`src/rtl/acc_cpu_core_if.sv`:
```
// Bus between the accumulator core, its program ROM and the output consumer.
// The master side is the core; the slave side is the ROM plus the consumer.
interface acc_cpu_core_if #(
    parameter int unsigned PC_W    = 8,
    parameter int unsigned DATA_W  = 8,
    parameter int unsigned INSTR_W = 8
);
    logic [PC_W-1:0]    imem_addr;
    logic [INSTR_W-1:0] imem_data;
    logic [DATA_W-1:0]  out_data;
    logic               out_valid;
    logic               out_ready;

    modport master (
        output imem_addr,
        input  imem_data,
        output out_data,
        output out_valid,
        input  out_ready
    );

    modport slave (
        input  imem_addr,
        output imem_data,
        input  out_data,
        input  out_valid,
        output out_ready
    );
endinterface

```
`src/rtl/acc_cpu_core.sv`:
```
// Multi-cycle accumulator CPU: FETCH/EXEC/OUT_WAIT/HALT sequencer with Z/C flags,
// a single-write-port register file and a valid/ready output port.
module acc_cpu_core #(
    parameter  int unsigned DATA_W  = 8,
    parameter  int unsigned REG_AW  = 4,
    parameter  int unsigned PC_W    = 8,
    localparam int unsigned INSTR_W = 4 + REG_AW
) (
    input  logic               clk,
    input  logic               reset,
    input  logic               en,
    acc_cpu_core_if.master     bus,
    output logic [INSTR_W-1:0] ir,
    output logic [PC_W-1:0]    pc,
    output logic               halted
);
    localparam int unsigned NREGS = 1 << REG_AW;

    localparam logic [3:0] OP_LDI = 4'd1;
    localparam logic [3:0] OP_LD  = 4'd2;
    localparam logic [3:0] OP_ST  = 4'd3;
    localparam logic [3:0] OP_ADD = 4'd4;
    localparam logic [3:0] OP_SUB = 4'd5;
    localparam logic [3:0] OP_AND = 4'd6;
    localparam logic [3:0] OP_OR  = 4'd7;
    localparam logic [3:0] OP_XOR = 4'd8;
    localparam logic [3:0] OP_SHL = 4'd9;
    localparam logic [3:0] OP_SHR = 4'd10;
    localparam logic [3:0] OP_JMP = 4'd11;
    localparam logic [3:0] OP_JZ  = 4'd12;
    localparam logic [3:0] OP_JC  = 4'd13;
    localparam logic [3:0] OP_OUT = 4'd14;
    localparam logic [3:0] OP_HLT = 4'd15;

    typedef enum logic [1:0] {S_FETCH, S_EXEC, S_OUT_WAIT, S_HALT} state_t;

    state_t state, state_nxt;

    logic [DATA_W-1:0] acc;
    logic [DATA_W-1:0] regs [NREGS];
    logic              flag_z, flag_c;

    logic [3:0]        opcode;
    logic [REG_AW-1:0] opr;
    logic [DATA_W-1:0] rdata, imm;
    logic [PC_W-1:0]   tgt;

    logic              do_fetch, do_exec, do_accept;
    logic [DATA_W-1:0] acc_nxt;
    logic [DATA_W:0]   wide;
    logic              c_nxt, upd_z, jump;

    assign opcode        = ir[INSTR_W-1 -: 4];
    assign opr           = ir[REG_AW-1:0];
    assign rdata         = regs[opr];
    assign imm           = DATA_W'(opr);
    assign tgt           = PC_W'(opr);
    assign bus.imem_addr = pc;

    // State register; en freezes the sequencer
    always_ff @(posedge clk) begin
        if (reset) begin
            state <= S_FETCH;
        end else if (en) begin
            state <= state_nxt;
        end
    end

    // Next-state logic
    always_comb begin
        state_nxt = state;
        case (state)
            S_FETCH:    state_nxt = S_EXEC;
            S_EXEC: begin
                if (opcode == OP_HLT)      state_nxt = S_HALT;
                else if (opcode == OP_OUT) state_nxt = S_OUT_WAIT;
                else                       state_nxt = S_FETCH;
            end
            S_OUT_WAIT: if (bus.out_ready) state_nxt = S_FETCH;
            S_HALT:     state_nxt = S_HALT;
            default:    state_nxt = S_FETCH;
        endcase
    end

    // Per-state datapath strobes
    always_comb begin
        do_fetch  = 1'b0;
        do_exec   = 1'b0;
        do_accept = 1'b0;
        case (state)
            S_FETCH:    do_fetch  = en;
            S_EXEC:     do_exec   = en;
            S_OUT_WAIT: do_accept = en && bus.out_ready;
            default:    ;
        endcase
    end

    // ALU and branch decision for the instruction held in ir
    always_comb begin
        acc_nxt = acc;
        c_nxt   = flag_c;
        upd_z   = 1'b0;
        jump    = 1'b0;
        wide    = '0;
        case (opcode)
            OP_LDI: begin acc_nxt = imm;   upd_z = 1'b1; end
            OP_LD:  begin acc_nxt = rdata; upd_z = 1'b1; end
            OP_ADD: begin
                wide             = {1'b0, acc} + {1'b0, rdata};
                {c_nxt, acc_nxt} = wide;
                upd_z            = 1'b1;
            end
            OP_SUB: begin
                // Bit DATA_W of the extended difference is the borrow
                wide             = {1'b0, acc} - {1'b0, rdata};
                {c_nxt, acc_nxt} = wide;
                upd_z            = 1'b1;
            end
            OP_AND: begin acc_nxt = acc & rdata; upd_z = 1'b1; end
            OP_OR:  begin acc_nxt = acc | rdata; upd_z = 1'b1; end
            OP_XOR: begin acc_nxt = acc ^ rdata; upd_z = 1'b1; end
            OP_SHL: begin
                c_nxt   = acc[DATA_W-1];
                acc_nxt = {acc[DATA_W-2:0], 1'b0};
                upd_z   = 1'b1;
            end
            OP_SHR: begin
                c_nxt   = acc[0];
                acc_nxt = {1'b0, acc[DATA_W-1:1]};
                upd_z   = 1'b1;
            end
            OP_JMP: jump = 1'b1;
            OP_JZ:  jump = flag_z;
            OP_JC:  jump = flag_c;
            default: ;
        endcase
    end

    // Architectural state
    always_ff @(posedge clk) begin
        if (reset) begin
            pc            <= '0;
            ir            <= '0;
            acc           <= '0;
            flag_z        <= 1'b0;
            flag_c        <= 1'b0;
            bus.out_data  <= '0;
            bus.out_valid <= 1'b0;
            halted        <= 1'b0;
            for (int unsigned i = 0; i < NREGS; i++) begin
                regs[REG_AW'(i)] <= '0;
            end
        end else begin
            if (do_fetch) begin
                ir <= bus.imem_data;
                pc <= pc + PC_W'(1);
            end
            if (do_exec) begin
                acc    <= acc_nxt;
                flag_c <= c_nxt;
                if (upd_z)              flag_z <= (acc_nxt == '0);
                if (jump)               pc <= tgt;
                if (opcode == OP_ST)    regs[opr] <= acc;
                if (opcode == OP_HLT)   halted <= 1'b1;
                if (opcode == OP_OUT) begin
                    bus.out_data  <= acc;
                    bus.out_valid <= 1'b1;
                end
            end
            if (do_accept) bus.out_valid <= 1'b0;
        end
    end
endmodule

```
`src/flat_wrapper.sv`:
```
// flat-port wrapper written by rule: the top's interface ports become plain ports
module acc_cpu_core_flat 
#(
    parameter  int unsigned DATA_W  = 8,
    parameter  int unsigned REG_AW  = 4,
    parameter  int unsigned PC_W    = 8,
    localparam int unsigned INSTR_W = 4 + REG_AW
)
  (clk, reset, en, ir, pc, halted, bus_imem_addr, bus_imem_data, bus_out_data, bus_out_valid, bus_out_ready);
  acc_cpu_core_if #(.PC_W(PC_W), .DATA_W(DATA_W)) bus_i ();
  input  logic clk;
  input  logic reset;
  input  logic en;
  output logic [INSTR_W-1:0] ir;
  output logic [PC_W-1:0] pc;
  output logic halted;
  output wire logic [$bits(bus_i.imem_addr)-1:0] bus_imem_addr;
  input wire logic [$bits(bus_i.imem_data)-1:0] bus_imem_data;
  output wire logic [$bits(bus_i.out_data)-1:0] bus_out_data;
  output wire logic [$bits(bus_i.out_valid)-1:0] bus_out_valid;
  input wire logic [$bits(bus_i.out_ready)-1:0] bus_out_ready;
  assign bus_imem_addr = bus_i.imem_addr;
  assign bus_i.imem_data = bus_imem_data;
  assign bus_out_data = bus_i.out_data;
  assign bus_out_valid = bus_i.out_valid;
  assign bus_i.out_ready = bus_out_ready;
  acc_cpu_core #(.DATA_W(DATA_W), .REG_AW(REG_AW), .PC_W(PC_W)) u_core (.clk(clk), .reset(reset), .en(en), .bus(bus_i), .ir(ir), .pc(pc), .halted(halted));
endmodule
```
`config.mk`:
```
export PLATFORM = sky130hd
export DESIGN_NAME = acc_cpu_core_flat
export DESIGN_NICKNAME = d
export VERILOG_FILES = /design/src/rtl/acc_cpu_core_if.sv /design/src/rtl/acc_cpu_core.sv /design/src/flat_wrapper.sv
export SDC_FILE = /design/constraint.sdc
export NUM_CORES = 1
export LEC_CHECK = 0
export ABC_AREA = 1
export CAP_MARGIN = 20
export CORE_ASPECT_RATIO = 0.5
export CORE_MARGIN = 3
export CORE_UTILIZATION = 40
export CTS_BUF_LIST = sky130_fd_sc_hd__clkbuf_4
export CTS_CLUSTER_SIZE = 10
export DETAILED_ROUTE_END_ITERATION = 10
export PLACE_DENSITY_LB_ADDON = 0.08
export SYNTH_ARGS = -nofsm -noshare
export SYNTH_HDL_FRONTEND = slang
export SYNTH_SLANG_ARGS = --single-unit
export TNS_END_PERCENT = 5
```
`constraint.sdc`:
```
create_clock -name clk -period 5.7 [get_ports clk]
set_input_delay 1.425 -clock clk [delete_from_list [all_inputs] [get_ports clk]]
set_output_delay 1.425 -clock clk [all_outputs]
set_load 0.01 [all_outputs]
```
==> results of run 1 <==
## state kept, by name, indices dropped and copies added, names as in the netlist, named ones only
name / count
u_core.regs: 128
u_core.bus.out_valid: 1
u_core.state: 2
u_core.flag_z: 1
u_core.ir: 8
u_core.bus.imem_addr: 8
u_core.flag_c: 1
u_core.halted: 1
u_core.acc: 8
u_core.bus.out_data: 8
## worst max-delay path, cell delays in order, from the launching register on
cell	delay [ns]
dfxtp_2	0.87
inv_4	0.43
nand2_1	0.19
nand2_1	0.07
nand2_1	0.05
nand3_1	0.08
nand3_1	0.09
nand2_1	0.17
ha_1	0.32
fa_1	0.46
or2_2	0.31
nand3_1	0.08
nand2_1	0.06
nor2_1	0.08
nand2_1	0.05
nor2_1	0.09
nand2_1	0.09
nand2_1	0.07
nand3_1	0.08
nor2_1	0.12
nand2_1	0.07
a21oi_2	0.10
## kinds of logic after synthesis
| kind of cell | after synthesis | synth area share (%) |
|---|---|---|
| AND/OR/NAND/NOR | 679 | 30.27 |
| buffers and inverters | 199 | 9.150 |
| XOR/XNOR | 7 | 0.6603 |
| AO/OA/AOI/OAI | 94 | 5.539 |
| flip-flops | 170 | 50.45 |
| adder cells (fa/ha/maj) | 28 | 3.935 |
## cells in the mapped netlist, drive strengths merged (2+ instances only)
cell,n
nand2,332
nor2,209
inv,139
edfxtp,128
nand3,115
dfxtp,42
a21oi,40
o21ai,40
buf,35
ha,26
clkbuf,25
nand4,8
nor3,8
or2,5
xnor2,4
a211oi,3
xor2,3
fa,2
o22ai,2
## area by class of cell
cell class | count | area, sq um
inverters | 139 | 524.3
clock inverters | 15 | 126.4
fillers | 2264 | 12120
multi-input cells | 808 | 3751
clock buffers | 17 | 127.6
well taps | 300 | 375.4
flip-flops and latches | 170 | 4686
repair buffers | 51 | 495.5
## per-layer routing
layer | wire [um] | GRT usage [%] | part of all wire, %
met1 | 13040 | 32.42 | 48
met2 | 11920 | 34.28 | 44
met3 | 1740 | 3.188 | 6.4
met4 | 358 | 5.917 | 1.3
met5 | 0 | 0 | 0
## how the worst min path moves through the flow
stage | start | to | slack (ns) | cells after the start
2_1_floorplan | u_core.flag_z$_SDFFE_PP0P_ | u_core.flag_z$_SDFFE_PP0P_ | 0.46 | 2
3_3_place_gp | u_core.flag_z$_SDFFE_PP0P_ | u_core.flag_z$_SDFFE_PP0P_ | 0.49 | 2
3_5_place_dp | u_core.halted$_SDFFE_PP0P_ | u_core.halted$_SDFFE_PP0P_ | 0.48 | 2
4_1_cts | u_core.flag_z$_SDFFE_PP0P_ | u_core.flag_z$_SDFFE_PP0P_ | 0.51 | 2
5_1_grt | u_core.flag_z$_SDFFE_PP0P_ | u_core.flag_z$_SDFFE_PP0P_ | 0.54 | 2
6_report | u_core.halted$_SDFFE_PP0P_ | u_core.halted$_SDFFE_PP0P_ | 0.52 | 2
## report_power, final
| group | total, uW | internal [uW] | switching [uW] |
|---|---|---|---|
| Sequential | 1410 | 1370 | 42.3 |
| Combinational | 515 | 151 | 363 |
| Clock | 680 | 216 | 464 |
| Total | 2610 | 1740 | 870 |
## stage by stage
stage	area (sq um)	power [uW]	hold WS [ns]	setup slack, ns
after floorplan	9285	1787	0.4564	2.747
after global routing	10090	2740	0.5434	1.342
final	10090	2606	0.5187	1.694
after CTS	10090	2610	0.5146	1.737
after global placement	9832	1946	0.4896	1.541
after detailed placement	9832	1948	0.4762	1.472
## layout by cell type, fill, tap and decap left out, types with 4 or more instances in the layout
| master | instances |
|---|---|
| nand2_1 | 326 |
| nor2_1 | 204 |
| inv_1 | 131 |
| edfxtp_1 | 128 |
| nand3_1 | 115 |
| clkdlybuf4s50_1 | 45 |
| dfxtp_1 | 41 |
| a21oi_1 | 39 |
| o21ai_0 | 36 |
| ha_1 | 26 |
| clkbuf_4 | 17 |
| nand4_1 | 7 |
| inv_2 | 7 |
| nand2_2 | 6 |
| buf_4 | 6 |
| nor3_2 | 5 |
| xnor2_1 | 4 |
| o21ai_1 | 4 |
==> impl_results.md, run 1 <==
* Die Height at 113.7 um
* YS warnings at 0
* Critical path arrival at between 4 and 5 ns
* Fin nets at 1227
* Power density of the placed cells at 258.4 nW/um^2
* Slew HR at approximately 25%
* Vias per inst at approximately 5.1
* Post-synth top flop: edfxtp_1
* Worst EP required at 6.24 ns
* Crit share post-route at 70.28%
* Synthesized flop and latch total at 170
* Crit-path max FO at 61
* Largest cells by area after synthesis: edfxtp_1, nand2_1, dfxtp_1
* Fin Setup TNS at 0 ns
* Detailed Route Iter0 Violations at 723
* Clk sinks at 170
* Die footprint at 25190 sq um
* Critical path launch point type: register
* WS Path Type: reg -> reg
* Core area at 22200 sq um
* Worst VDD drop at 116.3 uV
* Initial antenna violation count at 1
* Drt wl/cell at 18.03 um
* Period minus WS final at 4.006 ns
* Worst slew pin tran at around 1.1 ns
* CTS tree: built
* CTS root buffer: clkbuf_4
* CTS resizes at 0
* H-tree depth at 4
* P&R area growth vs syn at 8.624%
* Hold/Removal Path Class: reg -> reg
* RePlAce Congestion at 0.8350
* R2r setup slk at 1.69 ns
* Hold_buf cts at 0
* Largest net degree at the start of global routing at 62
* Slew Limit Fails at 0
* # IOs at 46
* Vias at ~7700
* Synth area leader: edfxtp_1
* Final HPWL DP at around 18 mm
* Routed WL at 27.05 mm
* Number of synthesized flops with an enable pin at 128
* Vias in the first global route at between 7000 and 8000
* Yosys cell types at 44
* Reg2Reg Depth at 21
* Final setup viols at 0
* Final Skew at 0.02485 ns
* Fraction of registers with async set/reset at 0%
* GRT Util Overall at between 20% and 30%
* Wire length of the first global-routing pass at 42.09 mm
* Post-synthesis sequential area ratio at 50.45%
* Port Buffers at 45
* Inserted Clock Buffers at 17
* Status: finished clean
* Crit path to: u_core.flag_z$_SDFFE_PP0P_
* RR Endpoint: u_core.flag_z$_SDFFE_PP0P_
* Worst setup EP type: register
* Total congestion overflow at 0
* Bufs on Longest Clock Path at 2
* Dpl cells at 1468
* Number of post-CTS setup repair buffers at 0
* Fin. Hold Viols at 0
* Initial Utilization at 41.82%
* Final ANT Viol Nets at 0
* Worst skew pair latency at slightly above 0.6 ns
* Syn avg cell area at between 7 and 8 sq um
* Die width at 221.5 um
* Residual DRC at 0
* Post-synthesis cell count at 1177
* Clk slew on worst S/H paths at 0.15 ns
* Syn Nets at between 1000 and 1500
* Synth top area share at 41.40%
* Netlist Area Pre-Place at 9285 sq um
* # diodes at 0
* Non-Filler Instances at 1500
* Rows at 38
* DR pass1 iterations at 7
* F_max at 0.2496 GHz
* Post-layout util at a little under half
* Share of cells above drive strength 1 at 5.500%
* Pleak at 0.004219 uW
* Max_cap viols at 0
* RSZ-0062 raised after global routing: false
(Power assumes the default switching activity.)
==> run 2: changes to the inputs <==
==> constraint.sdc (replaced) <==
create_clock -name clk -period 3.7 [get_ports clk]
set_input_delay 0.925 -clock clk [delete_from_list [all_inputs] [get_ports clk]]
set_output_delay 0.925 -clock clk [all_outputs]
set_load 0.01 [all_outputs]
==> impl_results.md, run 2 (same netlist as run 1, synthesis figures left out) <==
* CTS tree: built (unchanged)
* Port Buffers at 45 (unchanged)
* CTS root buffer: clkbuf_4 (unchanged)
* Number of fill cells at 2238 (was 2264)
* Footprint of the multi-input gates at 3751 sq um (unchanged)
* Reg2Reg Depth at 22 (was 21)
* Status: finished clean (unchanged)
* Largest register FFs at 128 (unchanged)
* CP max stage delay at 0.47 ns (was 0.87 ns)
* RR Endpoint: u_core.flag_z$_SDFFE_PP0P_ (unchanged)
* Crit-path max FO at 55 (was 61)
* P&R area growth vs syn at 10.35% (was 8.624%)
* Bufs and invs on worst path at 4 (was 1)
* Die Height at 113.7 um (unchanged)
* Initial antenna violation count at 0 (was 1)
* # IOs at 46 (unchanged)
* Critical path launch point type: register (unchanged)
* Reg with most FFs: u_core.regs (unchanged)
* Drt wl/cell at 17.80 um (was 18.03 um)
* Pleak at 0.004310 uW (was 0.004219 uW)
* Routed WL at 27.01 mm (was 27.05 mm)
* Vias in the first global route at 7312 (was 7348)
* Worst EP required at 4.22 ns (was 6.24 ns)
* R2r setup slk at 0.26 ns (was 1.69 ns)
* WS Path Type: reg -> reg (unchanged)
* RePlAce Congestion at 0.8955 (was 0.8350)
* Fin nets at 1244 (was 1227)
* Hold/Removal Path Class: reg -> reg (unchanged)
* Die width at 221.5 um (unchanged)
* Slew HR at 46.97% (was 24.86%)
* Residual DRC at 0 (unchanged)
* Inserted Clock Buffers at 17 (unchanged)
* Hold_buf cts at 0 (unchanged)
* Die footprint at 25190 sq um (unchanged)
* Worst slew pin tran at 0.7926 ns (was 1.126 ns)
* Period minus WS final at 3.437 ns (was 4.006 ns)
* Slew Limit Fails at 0 (unchanged)
* Power density of the placed cells at 393.4 nW/um^2 (was 258.4 nW/um^2)
* Post-route design area at 10250 sq um (was 10090 sq um)
* Core area at 22200 sq um (unchanged)
* Worst skew pair latency at 0.57 ns (was 0.61 ns)
* Fin. Hold Viols at 0 (unchanged)
* CP max-delay cell: ha_1 (was dfxtp_2)
* Hold EP: u_core.flag_z$_SDFFE_PP0P_ (was u_core.halted$_SDFFE_PP0P_)
* DR pass1 iterations at 7 (unchanged)
* Vias per inst at 5.101 (was 5.106)
* F_max at 0.2910 GHz (was 0.2496 GHz)
* Vias at 7738 (was 7659)
* Fin Setup TNS at 0 ns (unchanged)
* Final Skew at 0.01648 ns (was 0.02485 ns)
* # diodes at 0 (unchanged)
* Rows at 38 (unchanged)
* Commonest non-fill, non-tap cell in the layout: nand2_1 (unchanged)
* Detailed Route Iter0 Violations at 690 (was 723)
* Final setup viols at 0 (unchanged)
* CP dominant cell by count: nand2_1 (unchanged)
* CP top delay family: simple AND/OR/NAND/NOR gates (unchanged)
* Clk sinks at 170 (unchanged)
* Hold Startpoint: u_core.flag_z$_SDFFE_PP0P_ (was u_core.halted$_SDFFE_PP0P_)
* GRT Util Overall at 21.82% (was 22.02%)
* RSZ-0062 raised after global routing: false (unchanged)
* Storage cell area at 4686 sq um (unchanged)
* Max_cap viols at 0 (unchanged)
* Clk slew on worst S/H paths at 0.14 ns (was 0.15 ns)
* Largest net degree at the start of global routing at 68 (was 62)
* CP cell instances: inv_6 > buf_4 > nand2_1 > nand2_1 > nand2_1 > nand3_1 > nand3_1 > nand2_1 > inv_1 > ha_1 > inv_1 > a21oi_1 > nand2_1 > nand3_1 > nand3_1 > nand3_1 > nand3_1 > nand2_1 > nand2_1 > nor2_1 > nand2_1 > a21oi_2 (was inv_4 > nand2_1 > nand2_1 > nand2_1 > nand3_1 > nand3_1 > nand2_1 > ha_1 > fa_1 > or2_2 > nand3_1 > nand2_1 > nor2_1 > nand2_1 > nor2_1 > nand2_1 > nand2_1 > nand3_1 > nor2_1 > nand2_1 > a21oi_2)
* Most frequent cells in the layout: nand2_1, nor2_1, inv_1 (unchanged)
* Wire length of the first global-routing pass at 41.88 mm (was 42.09 mm)
* CTS resizes at 0 (unchanged)
* WHS at 0.4906 ns (was 0.5187 ns)
* Final HPWL DP at 18.31 mm (was 18.19 mm)
* H-tree depth at 4 (unchanged)
* Initial Utilization at 41.82% (unchanged)
* Worst VDD drop at 172.6 uV (was 116.3 uV)
* Final ANT Viol Nets at 0 (unchanged)
* Crit share post-route at 92.88% (was 70.28%)
* Critical path arrival at 3.96 ns (was 4.55 ns)
* Bufs on Longest Clock Path at 2 (unchanged)
* Share of cells above drive strength 1 at 6.984% (was 5.500%)
* Number of post-CTS setup repair buffers at 0 (unchanged)
* Hold depth at 2 (unchanged)
* Total congestion overflow at 0 (unchanged)
* CP Depth at 22 (was 21)
* Area post-placement at 9985 sq um (was 9832 sq um)
* Worst setup EP type: register (unchanged)
[run 2: per-layer routing]
metal / routed length (um) / share of wire [%] / vias up / global-route usage, %
met3: 1769 / 6.6 / 30 / 4.526
met4: 399 / 1.5 / 0 / 5.790
met1: 12860 / 48 / 3656 / 31.18
met5: 0 / 0 / - / 0
met2: 11980 / 44 / 246 / 34.11
li1: - / - / 3806 / -
[run 2: final cells by class]
cell class                      instances  area share [%]
Timing Repair Buffer                   68           6.326
Inverter                              139           5.141
Clock inverter                         14           1.209
Tap cell                              300           3.663
Clock buffer                           18           1.319
Sequential cell                       170           45.73
Multi-Input combinational cell        808           36.61
[run 2: metrics by stage]
| step | util [%] | total power [uW] | cells | setup WS, ns |
|---|---|---|---|---|
| after floorplan | - | 2752 | 1177 | 0.9646 |
| after global placement | 44.97 | 3019 | 1485 | 0.2679 |
| after detailed placement | 44.97 | 3026 | 1485 | 0.2374 |
| after CTS | 46.13 | 4044 | 1517 | 0.2223 |
| after global routing | 46.15 | 4240 | 1517 | 0.08129 |
| final | 46.15 | 4031 | 1517 | 0.2635 |
[run 2: worst max-delay path by stage]
stage	slack, ns	from	to
detailed placement	0.24	register	u_core.flag_z$_SDFFE_PP0P_
global placement	0.27	register	u_core.flag_z$_SDFFE_PP0P_
global route	0.08	register	u_core.flag_z$_SDFFE_PP0P_
finish	0.26	register	u_core.flag_z$_SDFFE_PP0P_
floorplan	0.96	register	u_core.flag_z$_SDFFE_PP0P_
CTS	0.22	register	u_core.flag_z$_SDFFE_PP0P_
[run 2: where the power goes]
| group | switching, uW | internal (uW) |
|---|---|---|
| logic | 581 | 250 |
| registers | 50.7 | 2110 |
| clock network | 698 | 342 |
| total | 1330 | 2700 |
[run 2: tightest hold or removal path, cell delays in order (launching register included)]
cell     delay (ns)
dfxtp_1        0.34
nand2_1        0.08
a21oi_2        0.05
